[config.mk]
export PLATFORM = sky130hd
export DESIGN_NAME = watch_ctrl
export DESIGN_NICKNAME = d
export VERILOG_FILES = /design/src/rtl/watch_ctrl.sv
export SDC_FILE = /design/constraint.sdc
export NUM_CORES = 1
export LEC_CHECK = 0
export CAP_MARGIN = 10
export CORE_ASPECT_RATIO = 0.7
export CORE_UTILIZATION = 50
export DETAILED_ROUTE_END_ITERATION = 10
export DONT_BUFFER_PORTS = 1
export PLACE_DENSITY_LB_ADDON = 0.12
export RECOVER_POWER = 50
export SLEW_MARGIN = 25
export SYNTH_ARGS = -nofsm -noshare
export SYNTH_HDL_FRONTEND = slang
export SYNTH_SLANG_ARGS = --single-unit
[constraint.sdc]
create_clock -name clk -period 2.3 [get_ports clk]
set_input_delay 0.69 -clock clk [delete_from_list [all_inputs] [get_ports clk]]
set_output_delay 0.69 -clock clk [all_outputs]
set_load 0.01 [all_outputs]
[src/rtl/watch_ctrl.sv]
// Mode/set controller for the watch_op counter datapath.
// A button-driven FSM stops the watch and lets the user edit hour/min/sec
// in shadow registers. Committing raises a one-cycle load strobe, and a
// blink phase is produced for the field being edited.
module watch_ctrl #(
   parameter int CNT_BIT  = 32,
   parameter int SEC_BIT  = 6,
   parameter int MIN_BIT  = 6,
   parameter int HOUR_BIT = 6,
   parameter int CNT_TH   = 100000000,
   parameter int BLINK_TH = 50000000
) (
   input  logic                clk,
   input  logic                reset,
   input  logic                i_btn_mode,
   input  logic                i_btn_up,
   input  logic                i_btn_down,
   input  logic                i_btn_cancel,
   input  logic [SEC_BIT-1:0]  i_sec,
   input  logic [MIN_BIT-1:0]  i_min,
   input  logic [HOUR_BIT-1:0] i_hour,
   output logic                o_run_en,
   output logic [CNT_BIT-1:0]  o_cnt_th,
   output logic                o_load,
   output logic [SEC_BIT-1:0]  o_set_sec,
   output logic [MIN_BIT-1:0]  o_set_min,
   output logic [HOUR_BIT-1:0] o_set_hour,
   output logic [2:0]          o_state,
   output logic                o_blink
);

   localparam int BLINK_W = (BLINK_TH > 1) ? $clog2(BLINK_TH) : 1;
   localparam logic [BLINK_W-1:0] BLINK_LAST = BLINK_W'(BLINK_TH - 1);
   localparam logic [31:0] HOUR_MAX = 32'd23;
   localparam logic [31:0] MS_MAX   = 32'd59;

   typedef enum logic [2:0] {
      ST_RUN      = 3'd0,
      ST_SET_HOUR = 3'd1,
      ST_SET_MIN  = 3'd2,
      ST_SET_SEC  = 3'd3,
      ST_LOAD     = 3'd4
   } state_t;

   state_t               state_reg, state_next;
   logic                 run_en_reg, run_en_next;
   logic                 load_reg, load_next;
   logic [HOUR_BIT-1:0]  hour_reg, hour_next;
   logic [MIN_BIT-1:0]   min_reg, min_next;
   logic [SEC_BIT-1:0]   sec_reg, sec_next;
   logic [BLINK_W-1:0]   blink_cnt_reg, blink_cnt_next;
   logic                 blink_reg, blink_next;

   logic                 edit_req;
   logic                 edit_up;
   logic                 edit_done;
   logic                 set_cur;
   logic                 set_nxt;

   // Up/down wrap: an up at or beyond the maximum goes to 0, a down from 0
   // or from an out-of-range captured value lands on the maximum.
   function automatic logic [31:0] step_field(input logic [31:0] val,
                                              input logic [31:0] max_val,
                                              input logic        dir_up);
      logic [31:0] res;
      if (dir_up) begin
         res = (val >= max_val) ? 32'd0 : val + 32'd1;
      end else begin
         res = ((val == 32'd0) || (val > max_val)) ? max_val : val - 32'd1;
      end
      return res;
   endfunction

   assign edit_req = i_btn_up ^ i_btn_down;
   assign edit_up  = i_btn_up;

   // Next-state, shadow edits and blink sequencing; cancel > mode > up/down.
   always_comb begin
      state_next     = state_reg;
      hour_next      = hour_reg;
      min_next       = min_reg;
      sec_next       = sec_reg;
      edit_done      = 1'b0;
      blink_cnt_next = blink_cnt_reg;
      blink_next     = blink_reg;

      case (state_reg)
         ST_RUN: begin
            if (!i_btn_cancel && i_btn_mode) begin
               state_next = ST_SET_HOUR;
               hour_next  = i_hour;
               min_next   = i_min;
               sec_next   = i_sec;
            end
         end
         ST_SET_HOUR: begin
            if (i_btn_cancel) begin
               state_next = ST_RUN;
            end else if (i_btn_mode) begin
               state_next = ST_SET_MIN;
            end else if (edit_req) begin
               hour_next = HOUR_BIT'(step_field(32'(hour_reg), HOUR_MAX, edit_up));
               edit_done = 1'b1;
            end
         end
         ST_SET_MIN: begin
            if (i_btn_cancel) begin
               state_next = ST_RUN;
            end else if (i_btn_mode) begin
               state_next = ST_SET_SEC;
            end else if (edit_req) begin
               min_next  = MIN_BIT'(step_field(32'(min_reg), MS_MAX, edit_up));
               edit_done = 1'b1;
            end
         end
         ST_SET_SEC: begin
            if (i_btn_cancel) begin
               state_next = ST_RUN;
            end else if (i_btn_mode) begin
               state_next = ST_LOAD;
            end else if (edit_req) begin
               sec_next  = SEC_BIT'(step_field(32'(sec_reg), MS_MAX, edit_up));
               edit_done = 1'b1;
            end
         end
         ST_LOAD: begin
            state_next = ST_RUN;
         end
         default: begin
            state_next = ST_RUN;
         end
      endcase

      set_cur = (state_reg == ST_SET_HOUR) || (state_reg == ST_SET_MIN) ||
                (state_reg == ST_SET_SEC);
      set_nxt = (state_next == ST_SET_HOUR) || (state_next == ST_SET_MIN) ||
                (state_next == ST_SET_SEC);

      if (state_next != state_reg) begin
         blink_cnt_next = '0;
         blink_next     = set_nxt;
      end else if (edit_done) begin
         // Restart the phase so the freshly edited field shows solid.
         blink_cnt_next = '0;
         blink_next     = 1'b1;
      end else if (set_cur) begin
         if (blink_cnt_reg == BLINK_LAST) begin
            blink_cnt_next = '0;
            blink_next     = ~blink_reg;
         end else begin
            blink_cnt_next = blink_cnt_reg + BLINK_W'(1);
         end
      end else begin
         blink_cnt_next = '0;
         blink_next     = 1'b0;
      end

      run_en_next = (state_next == ST_RUN);
      load_next   = (state_next == ST_LOAD);
   end

   // State register.
   always_ff @(posedge clk) begin
      if (reset) begin
         state_reg <= ST_RUN;
      end else begin
         state_reg <= state_next;
      end
   end

   // Registered outputs, shadow fields and blink counter.
   always_ff @(posedge clk) begin
      if (reset) begin
         run_en_reg    <= 1'b1;
         load_reg      <= 1'b0;
         hour_reg      <= '0;
         min_reg       <= '0;
         sec_reg       <= '0;
         blink_cnt_reg <= '0;
         blink_reg     <= 1'b0;
      end else begin
         run_en_reg    <= run_en_next;
         load_reg      <= load_next;
         hour_reg      <= hour_next;
         min_reg       <= min_next;
         sec_reg       <= sec_next;
         blink_cnt_reg <= blink_cnt_next;
         blink_reg     <= blink_next;
      end
   end

   assign o_state    = state_reg;
   assign o_run_en   = run_en_reg;
   assign o_load     = load_reg;
   assign o_set_hour = hour_reg;
   assign o_set_min  = min_reg;
   assign o_set_sec  = sec_reg;
   assign o_blink    = blink_reg;
   assign o_cnt_th   = CNT_BIT'(CNT_TH);

endmodule
==> results.md, run 1 <==
- Outcome: completed
- Site Rows: 24
- Clk pwr share: 0.336
- Placer Congestion: 0.813
- Most frequent cell on the critical path: a221oi_1
- Most frequent cells in the layout: nor2_1, dfxtp_1, conb_1
- Flop pwr share: 0.506
- Combinational family with the most area after synthesis: simple AND/OR/NAND/NOR gates
- RSZ-0062 raised after global routing: false
- Least-Margin Pin Slew: 0.521 ns
- Number of inserted diodes: 0
- H-tree depth: 2
- Syn Std Cell Area: 3410 µm²
- Crit-path max FO: 9
- Final Core Density: 0.544
- Initial drt markers: 127
- Global-route wire length before repair: 12500 µm
- Ordered cell list for the critical path: inv_1 > ha_1 > nor2b_1 > a221oi_1 > a221oi_1 > a21oi_1 > o21ai_0
- Vias in the first global route: 2605
- WP data required: 2.49 ns
- Commonest non-fill, non-tap cell in the layout: nor2_1
- Synth Area in Compound Gates: 0.167
- Worst min path class: in -> reg
- Syn Area/Cell: 7.93 µm²
- Top_reg_cell synth: dfxtp_1
- Total grt overflow: 0
- Clock Pin Slew Worst Setup and Hold Paths: 0.09 ns
- Critical path type: reg -> reg
- TritonRoute pass-1 iters: 4
- Max Slew Vio Count: 0
- Logic pwr share: 0.159
- Maximum clock insertion buffer count: 2
- Internal power: 1.33 mW
- Final worst path period share: 0.912
- CP startpoint kind: register
- Post-CTS Setup Inserts: 0
- Post-route insts no fill: 521
- Static Leak: 1.18 nW
- CTS tree: yes
- Crit-path max cell delay: 0.55 ns
- Crit path capture type: register
- Final nets: 463
- Slew HR: 0.650
- Final wirelength: 7670 µm
- Max VDD drop: 275 µV
- CTS Hold Bufs: 0
- Netlist cell types: 71
- YS warnings: 0
- Dpl cells: 513
- GRT Overall Usage: 0.217
- Fill count: 669
- Setup TNS: 0 ns
- Final setup viols: 0
- Post_cts resized: 0
- Port Buffers: 0
- CTS sink cnt: 50
- Net switching power figure: 0.529 mW
- Layout cell share with drive strength beyond 1: 0.0884
- Final Hold Viols: 0
- PD cells: 534 nW/µm²
- Largest net degree at the start of global routing: 29
- Worst skew pair latency: 0.30 ns
- Area share of fa/ha/maj cells after synthesis: 0.0367
- Sw Ratio: 0.284
- EDFF count, synth: 0
- Die Wd: 101 µm
- Total die area: 7160 µm²
- Initial antenna violation count: 0
- Synthesis-to-layout area growth: 2.05%
- Reg area: 1000 µm²
- Via count: 2917
- Num ports: 80
- CP arrival: 2.29 ns
- Tmin final: 2.10 ns
- Post-Synth XOR/XNOR Area: 0.0972
- Die Ht: 71.1 µm
- Post-synthesis mux area share: 0.00330
- Detailed placement HPWL: 5740 µm
- Core outline area: 6400 µm²
- DRC Markers: 0
- Seq/Total Area, Yosys: 0.293
- Final ANT Viol Nets: 0
- Maximum operating frequency: 477 MHz
- Max-cap viol count: 0
- Multi-input gate area: 2080 µm²
- Clock Tree Root: clkbuf_8
- Post-Synth Simple-Gate Area: 0.274
- Cts bufs inserted: 5
- FFs w/ async S/R, synth: 0
- DR vias/cell: 5.60
- Initial Util: 0.533
- Cell count after synthesis: 430
- Slowest CP cell: dfxtp_1
- Layout Skew: 0.00589 ns
- Wire per inst: 14.7 µm
- #FFs+latches synth: 50
- Max FFs per register: 26
## logic make-up (layout without fill, tap and decap cells)
group,Yosys count,count (layout)
and+or+nand+nor,177,177
muxes,1,1
AOI/OAI and AO/OA,82,82
DFF,50,50
buffers and inverters,71,41
xor gates and xnor gates,37,37
adders and majority gates,10,10
other,2,32
## critical path, delay by kind of cell (launching register included)
kind,cells,cell delay [ns]
AO/OA/AOI/OAI,4,0.94
flip-flops,1,0.55
AND/OR/NAND/NOR,1,0.14
adder cells (fa/ha/maj),1,0.21
buffers and inverters,1,0.14
## routing by layer
| metal | wire length [µm] | GRT usage |
|---|---|---|
| met5 | 0 | 0 |
| met1 | 3940 | 0.332 |
| met2 | 3100 | 0.310 |
| met3 | 606 | 0.0514 |
| met4 | 27 | 0.0370 |
## cell type report
class                   count  share of cell area
clock inverters             2              0.0108
flip-flops and latches     50               0.288
repair buffers             19              0.0352
well taps                  91              0.0327
inverters                  14              0.0151
clock buffers               6              0.0208
multi-input cells         339               0.598
## power groups by stage
stage                     combinational [mW]  sequential [mW]  clock [mW]
after detailed placement               0.300            0.959           0
after CTS                              0.302            0.939       0.641
after global placement                 0.297            0.958           0
after floorplan                        0.298            0.946           0
after global routing                   0.329            0.945       0.672
final                                  0.295            0.940       0.624
## through the flow
stage	cell area [µm²]	power, mW	worst slack, ns	hold WS, ns
4_1_cts	3520	1.88	0.225	0.442
2_1_floorplan	3520	1.24	0.271	0.429
5_1_grt	3480	1.95	0.0625	0.439
3_3_place_gp	3410	1.25	0.292	0.449
6_report	3480	1.86	0.203	0.450
3_5_place_dp	3410	1.26	0.238	0.453
## synth_stat cells (3+ instances only)
cell | instances | area share
a311oi_1 | 4 | 0.010
nand4_1 | 7 | 0.013
ha_1 | 10 | 0.037
nor2_1 | 56 | 0.062
o211ai_1 | 3 | 0.0066
or2_2 | 5 | 0.0092
and3_1 | 3 | 0.0055
a21oi_1 | 20 | 0.029
xnor2_1 | 19 | 0.049
nor3_1 | 11 | 0.016
buf_4 | 36 | 0.079
a22oi_1 | 4 | 0.0088
nor4_1 | 16 | 0.029
nand2_1 | 25 | 0.028
buf_2 | 5 | 0.0073
inv_1 | 13 | 0.014
a211oi_1 | 6 | 0.013
o21ai_0 | 15 | 0.022
nor3b_1 | 5 | 0.011
nand3_1 | 24 | 0.035
clkbuf_1 | 11 | 0.012
a221oi_1 | 5 | 0.013
xor2_1 | 17 | 0.044
buf_6 | 3 | 0.0099
dfxtp_1 | 50 | 0.29
a31oi_1 | 4 | 0.0073
## final timing paths
| path | slack [ns] | startpoint | endpoint | cells after the start |
|---|---|---|---|---|
| max | 0.20 | o_set_sec[0] | o_set_sec[4] | 7 |
| min | 0.45 | reset | o_set_hour[1] | 1 |
| max reg2reg | 0.20 | o_set_sec[0] | o_set_sec[4] | 7 |
| min reg2reg | 0.47 | blink_cnt_reg[0] | blink_cnt_reg[0] | 1 |
(Power assumes the default switching activity.)
==> run 2: changes to the inputs <==
--- a/config.mk
+++ b/config.mk
@@ -5,6 +5,7 @@
 export SDC_FILE = /design/constraint.sdc
 export NUM_CORES = 1
 export LEC_CHECK = 0
+export ABC_AREA = 1
 export CAP_MARGIN = 10
 export CORE_ASPECT_RATIO = 0.7
 export CORE_UTILIZATION = 50
@@ -16,3 +17,4 @@
 export SYNTH_ARGS = -nofsm -noshare
 export SYNTH_HDL_FRONTEND = slang
 export SYNTH_SLANG_ARGS = --single-unit
+export TNS_END_PERCENT = 10
==> run 2 against run 1 <==
  * Critical path depth grew 4
  * Flip-flop and latch count did not move
  * Utilization decreased by 0.061 points
  * First-iteration DRC count rose by 68%
  * Largest cell class unchanged
  * Largest power group unchanged
==> results.md, run 2 <==
- R2R cell count: 11 (+4)
- Seq/Total Area, Yosys: 0.272 (-0.0215)
- Syn Std Cell Area: 3680 µm² (+7.9%)
- Wire per inst: 13.6 µm (-7.8%)
- Total grt overflow: 0 (unchanged)
- Static Leak: 1.47 nW (+24%)
- Critical path type: reg -> reg
- EDFF count, synth: 0 (unchanged)
- Max Slew Vio Count: 0 (unchanged)
- Worst skew pair latency: 0.31 ns (about the same)
- Final Hold Viols: 0 (unchanged)
- Top_reg_cell synth: dfxtp_1
- Tmin final: 2.12 ns (+0.0268 ns)
- TritonRoute pass-1 iters: 5 (+1)
- WP data required: 2.55 ns (+0.06 ns)
- Layout cell share with drive strength beyond 1: 0.0909 (+0.00254)
- Ordered cell list for the critical path: nand2_1 > nor2_1 > nand2_2 > nand2_1 > nor2_1 > a21oi_2 > nand2_1 > nor2_4 > nand2_4 > buf_12 > nor2_1
- Largest net degree at the start of global routing: 16 (-45%)
- Post_cts resized: 0 (unchanged)
- Placed instance area: 3690 µm² (+8.2%)
- Post-route insts no fill: 633 (+21%)
- Layout Skew: 0.00552 ns (-0.000376 ns)
- Cts bufs inserted: 5 (unchanged)
- Clock Pin Slew Worst Setup and Hold Paths: 0.10 ns (about the same)
- DRC Markers: 0 (unchanged)
- Most frequent cells in the layout: nand2_1, nor2_1, inv_1
- Synthesis-to-layout area growth: 2.58%
- Critical path launch point: o_state[0]
- #FFs+latches synth: 50 (unchanged)
- Post-CTS Setup Inserts: 0 (unchanged)
- GR met1 Demand/Resource: 0.366 (+0.0341)
- CTS sink cnt: 50 (unchanged)
- Ranking of synthesized cells by area: dfxtp_1, nand2_1, nor2_1
- CP startpoint kind: register
- Outcome: completed
- Crit path to: blink_cnt_reg[21]
- Max FFs per register: 26 (unchanged)
- Die Ht: 73.8 µm (+3.8%)
- M2 GR Usage: 0.327 (+0.0170)
- Dpl cells: 625 (+22%)
- FF-to-FF Start: o_state[0]
- Synth top area share: 0.272 (-0.0215)
- Busiest grt layer: met1
- Worst min path class: in -> reg
- Port Buffers: 0 (unchanged)
- Number of inserted diodes: 0 (unchanged)
- H-tree depth: 2 (unchanged)
- Crit-path max FO: 9 (unchanged)
- Via count: 3271 (+12%)
- Syn Area/Cell: 6.87 µm² (-13%)
- Detailed placement HPWL: 6720 µm (+17%)
- Global-route wire length before repair: 14400 µm (+15%)
- Final Cell Area: 3770 µm² (+8.4%)
- GRT Overall Usage: 0.236 (+0.0191)
- Setup TNS: 0 ns (unchanged)
- CTS tree: yes
- Initial Util: 0.530 (-0.00335)
- Cell count after synthesis: 536 (+25%)
- CTS Hold Bufs: 0 (unchanged)
- Final worst path period share: 0.923 (+0.0117)
- RSZ-0062 raised after global routing: false
- PD cells: 478 nW/µm² (-11%)
- CP arrival: 2.37 ns (+0.08 ns)
- Max VDD drop: 370 µV (+34%)
- Maximum clock insertion buffer count: 2 (unchanged)
- Largest area contributor in the netlist: dfxtp_1
- FFs w/ async S/R, synth: 0 (unchanged)
- Commonest non-fill, non-tap cell in the layout: nand2_1
- Netlist cell types: 37 (-48%)
- Final setup viols: 0 (unchanged)
- Num ports: 80 (unchanged)
- Final Core Density: 0.544 (-0.000606)
- Final ANT Viol Nets: 0 (unchanged)
- Final wirelength: 8600 µm (+12%)
- Maximum operating frequency: 471 MHz (-1.3%)
- YS warnings: 0 (unchanged)
- R2R Path End: blink_cnt_reg[21]
- Placer Congestion: 0.963 (+18%)
- Power, Total: 1.80 mW (-2.9%)
- Total die area: 7710 µm² (+7.7%)
- Clock Tree Root: clkbuf_8
- Slowest CP cell: dfxtp_1
- DR vias/cell: 5.17 (-7.7%)
- Most common cell in the netlist: nand2_1
- Site Rows: 25 (+4.2%)
- Max-cap viol count: 0 (unchanged)
- Initial antenna violation count: 0 (unchanged)
- Final nets: 572 (+24%)
- R2r setup slk: 0.18 ns (-0.03 ns)
- Vias in the first global route: 2882 (+11%)
- Die Wd: 105 µm (+3.8%)
- Crit path capture type: register
- Core outline area: 6940 µm² (+8.6%)
- Synth cell count leaders: nand2_1, nor2_1, inv_1
- Crit-path max cell delay: 0.58 ns (+0.03 ns)
- Initial drt markers: 213 (+68%)
- Fill count: 701 (+4.8%)
- M3 GR Usage: 0.0568 (+0.00540)
[run 2: worst min-delay path by stage]
stage,slack [ns],cells after the start,from,end
after floorplan,0.45,1,blink_cnt_reg[0],blink_cnt_reg[0]
after global placement,0.54,2,blink_cnt_reg[0],blink_cnt_reg[0]
after detailed placement,0.55,3,blink_cnt_reg[3],blink_cnt_reg[3]
after CTS,0.43,1,reset,o_set_min[5]
after global routing,0.42,1,reset,o_set_min[5]
final,0.43,1,reset,o_set_min[5]
[run 2: cells by family after synthesis]
group                      Yosys count  synth area share
adders and majority gates           10            0.0340
other                                2           0.00204
DFF                                 50             0.272
and+or+nand+nor                    259             0.347
xor gates and xnor gates            35            0.0833
AOI/OAI and AO/OA                   74             0.114
buffers and inverters              106             0.148
[run 2: critical path: cells and delay by family (launching register included)]
family	cells	cell delay (ns)
flip-flops	1	0.58
AO/OA/AOI/OAI	1	0.15
AND/OR/NAND/NOR	9	1.12
buffers and inverters	1	0.21
[run 2: per-stage QoR]
| step | setup slack (ns) | hold slack, ns |
|---|---|---|
| after floorplan | 0.314 | 0.453 |
| after global placement | 0.227 | 0.542 |
| after detailed placement | 0.107 | 0.548 |
| after CTS | 0.230 | 0.430 |
| after global routing | 0.0251 | 0.420 |
| final | 0.177 | 0.432 |
[run 2: report_power, final]
part	total (mW)	switching, mW	internal, mW	leakage (nW)
logic	0.305	0.199	0.107	1.02
clock network	0.553	0.311	0.243	0.0472
registers	0.945	0.0559	0.889	0.406
total	1.80	0.565	1.24	1.47
[run 2: area by class of cell]
class	count	area, µm²	share of cell area
Clock buffer	6	82.6	0.0219
Clock inverter	2	12.5	0.00331
Inverter	62	233	0.0617
Multi-Input combinational cell	410	2240	0.594
Sequential cell	50	1000	0.265
Tap cell	94	118	0.0312
Timing Repair Buffer	9	85.1	0.0225
[run 2: metal layers]
metal / vias to the layer above / part of all wire
met2: 154 / 0.37
met1: 1440 / 0.53
met3: 5 / 0.086
met4: 0 / 0.0048
met5: - / 0
li1: 1672 / -
==> run 3: changes to the inputs <==
--- a/config.mk
+++ b/config.mk
@@ -8,6 +8,7 @@
 export ABC_AREA = 1
 export CAP_MARGIN = 10
 export CORE_ASPECT_RATIO = 0.7
+export CORE_MARGIN = 2
 export CORE_UTILIZATION = 50
 export DETAILED_ROUTE_END_ITERATION = 10
 export DONT_BUFFER_PORTS = 1
==> run 3 against run 2 <==
  * Utilization down 1.9 points
  * Maximum frequency up 3.0%
  * Global-route usage down 2.2 points
  * Highest routed layer unchanged
==> results.md, run 3 (same netlist as run 2, synthesis figures left out) <==
- Outcome: completed
- Via count: 3249 (-0.67%)
- Final Hold Viols: 0 (unchanged)
- Vias in the first global route: 2766 (-4.0%)
- Num ports: 80 (unchanged)
- Clock Pin Slew Worst Setup and Hold Paths: 0.09 ns (about the same)
- M3 GR Usage: 0.0573 (+0.000526)
- CP startpoint kind: register
- Critical path type: reg -> reg
- DRC Markers: 0 (unchanged)
- Die Ht: 75.8 µm (+2.7%)
- Largest net degree at the start of global routing: 16 (unchanged)
- Most frequent cells in the layout: nand2_1, nor2_1, inv_1
- Site Rows: 26 (+4.0%)
- Post_cts resized: 0 (unchanged)
- Total die area: 8070 µm² (+4.7%)
- Dpl cells: 629 (+0.64%)
- Core outline area: 7220 µm² (+4.0%)
- Busiest grt layer: met1
- Port Buffers: 0 (unchanged)
- Worst min path class: in -> reg
- Initial antenna violation count: 0 (unchanged)
- Max VDD drop: 263 µV (-29%)
- RSZ-0062 raised after global routing: false
- Maximum clock insertion buffer count: 2 (unchanged)
- Layout Skew: 0.00655 ns (+0.00103 ns)
- Final setup viols: 0 (unchanged)
- Static Leak: 1.48 nW (+0.45%)
- Fill count: 732 (+4.4%)
- H-tree depth: 2 (unchanged)
- Internal power: 1.32 mW (+6.3%)
- Hold slack: 0.440 ns (+0.00798 ns)
- Post-route insts no fill: 637 (+0.63%)
- Final Cell Area: 3790 µm² (+0.33%)
- WP data required: 2.55 ns (about the same)
- Layout cell share with drive strength beyond 1: 0.0872 (-0.00371)
- Clock Tree Root: clkbuf_8
- Commonest non-fill, non-tap cell in the layout: nand2_1
- CP arrival: 2.31 ns (-0.06 ns)
- Number of inserted diodes: 0 (unchanged)
- Maximum operating frequency: 485 MHz (+3.0%)
- Final wirelength: 8350 µm (-2.9%)
- TritonRoute pass-1 iters: 4 (-1)
- GR met1 Demand/Resource: 0.335 (-0.0308)
- Cts bufs inserted: 5 (unchanged)
- Total grt overflow: 0 (unchanged)
- Placer Congestion: 0.899 (-6.6%)
- DR vias/cell: 5.10 (-1.3%)
- CTS sink cnt: 50 (unchanged)
- Flop pwr share: 0.505 (-0.019)
- Die Wd: 107 µm (+1.9%)
- Max FFs per register: 26 (unchanged)
- Crit path capture type: register
- Synthesis-to-layout area growth: 2.92%
- Power, Total: 1.87 mW (+3.7%)
- Slew HR: 0.655
- Logic pwr share: 0.162 (-0.007)
- Final worst path period share: 0.897 (-0.0267)
- Placed instance area: 3700 µm² (+0.14%)
- Max Slew Vio Count: 0 (unchanged)
- Detailed placement HPWL: 6500 µm (-3.3%)
- Final ANT Viol Nets: 0 (unchanged)
- Initial drt markers: 183 (-14%)
- Final nets: 572 (unchanged)
- PD cells: 494 nW/µm² (+3.4%)
- Setup TNS: 0 ns (unchanged)
- Worst skew pair latency: 0.30 ns (about the same)
- Sw Ratio: 0.297 (-0.0167)
- Tmin final: 2.06 ns (-0.0614 ns)
- Net switching power figure: 0.555 mW (-1.8%)
- CTS Hold Bufs: 0 (unchanged)
- Initial Util: 0.510 (-0.0204)
- M2 GR Usage: 0.279 (-0.0475)
- Clk pwr share: 0.333 (+0.026)
- Least-Margin Pin Slew: 0.517 ns
- Wire per inst: 13.1 µm (-3.5%)
- Max-cap viol count: 0 (unchanged)
- GRT Overall Usage: 0.214 (-0.0220)
- CTS tree: yes
- Crit-path max FO: 11 (+2)
- Post-CTS Setup Inserts: 0 (unchanged)
- Global-route wire length before repair: 13700 µm (-5.0%)
## run 3: cell types whose count changed in the layout (fill, tap and decap cells not counted), sizes merged
cell	before	now
bufinv	0	1
clkinv	3	4
buf	7	6
clkinvlp	1	0
## run 3: metal layers
layer / vias up / share of wire
li1: 1672 / -
met1: 1432 / 0.54
met5: - / 0
met3: 8 / 0.086
met4: 0 / 0.011
met2: 137 / 0.36
## run 3: metrics by stage
step / util / setup slack (ns)
2_1_floorplan: - / 0.314
3_3_place_gp: 0.512 / 0.194
3_5_place_dp: 0.512 / 0.144
4_1_cts: 0.527 / 0.288
5_1_grt: 0.524 / 0.0773
6_report: 0.524 / 0.238
## run 3: layout make-up
type,instances,area (µm²),share of cell area
multi-input combinational,410,2240,0.592
sequential,50,1000,0.264
inverter,62,233,0.0614
tap,98,123,0.0324
timing repair buffer,9,81.3,0.0215
clock buffer,5,68.8,0.0182
clock inverter,3,40.0,0.0106
## run 3: path summary, 6_finish.rpt
| kind | start | to | slack [ns] | cells past startpoint |
|---|---|---|---|---|
| max | o_state[1] | blink_cnt_reg[17] | 0.24 | 11 |
| min | reset | o_set_sec[1] | 0.44 | 1 |
| max reg2reg | o_state[1] | blink_cnt_reg[17] | 0.24 | 11 |
| min reg2reg | blink_cnt_reg[14] | blink_cnt_reg[14] | 0.56 | 3 |
## run 3: power groups by stage
stage / clock [mW] / combinational [mW] / sequential (mW)
after floorplan: 0 / 0.296 / 0.947
after global placement: 0 / 0.299 / 0.964
after detailed placement: 0 / 0.300 / 0.964
after CTS: 0.653 / 0.302 / 0.944
after global routing: 0.688 / 0.348 / 0.950
final: 0.624 / 0.303 / 0.945
## run 3: worst max-delay path: stages (launching register included)
cell	delay (ns)
dfxtp_1	0.52
nor2_1	0.16
nand2_2	0.18
inv_2	0.12
nand2_1	0.10
nand3_1	0.10
a21oi_2	0.13
nand2_1	0.09
nor2_4	0.14
nand2_4	0.16
buf_12	0.22
nor2_1	0.09
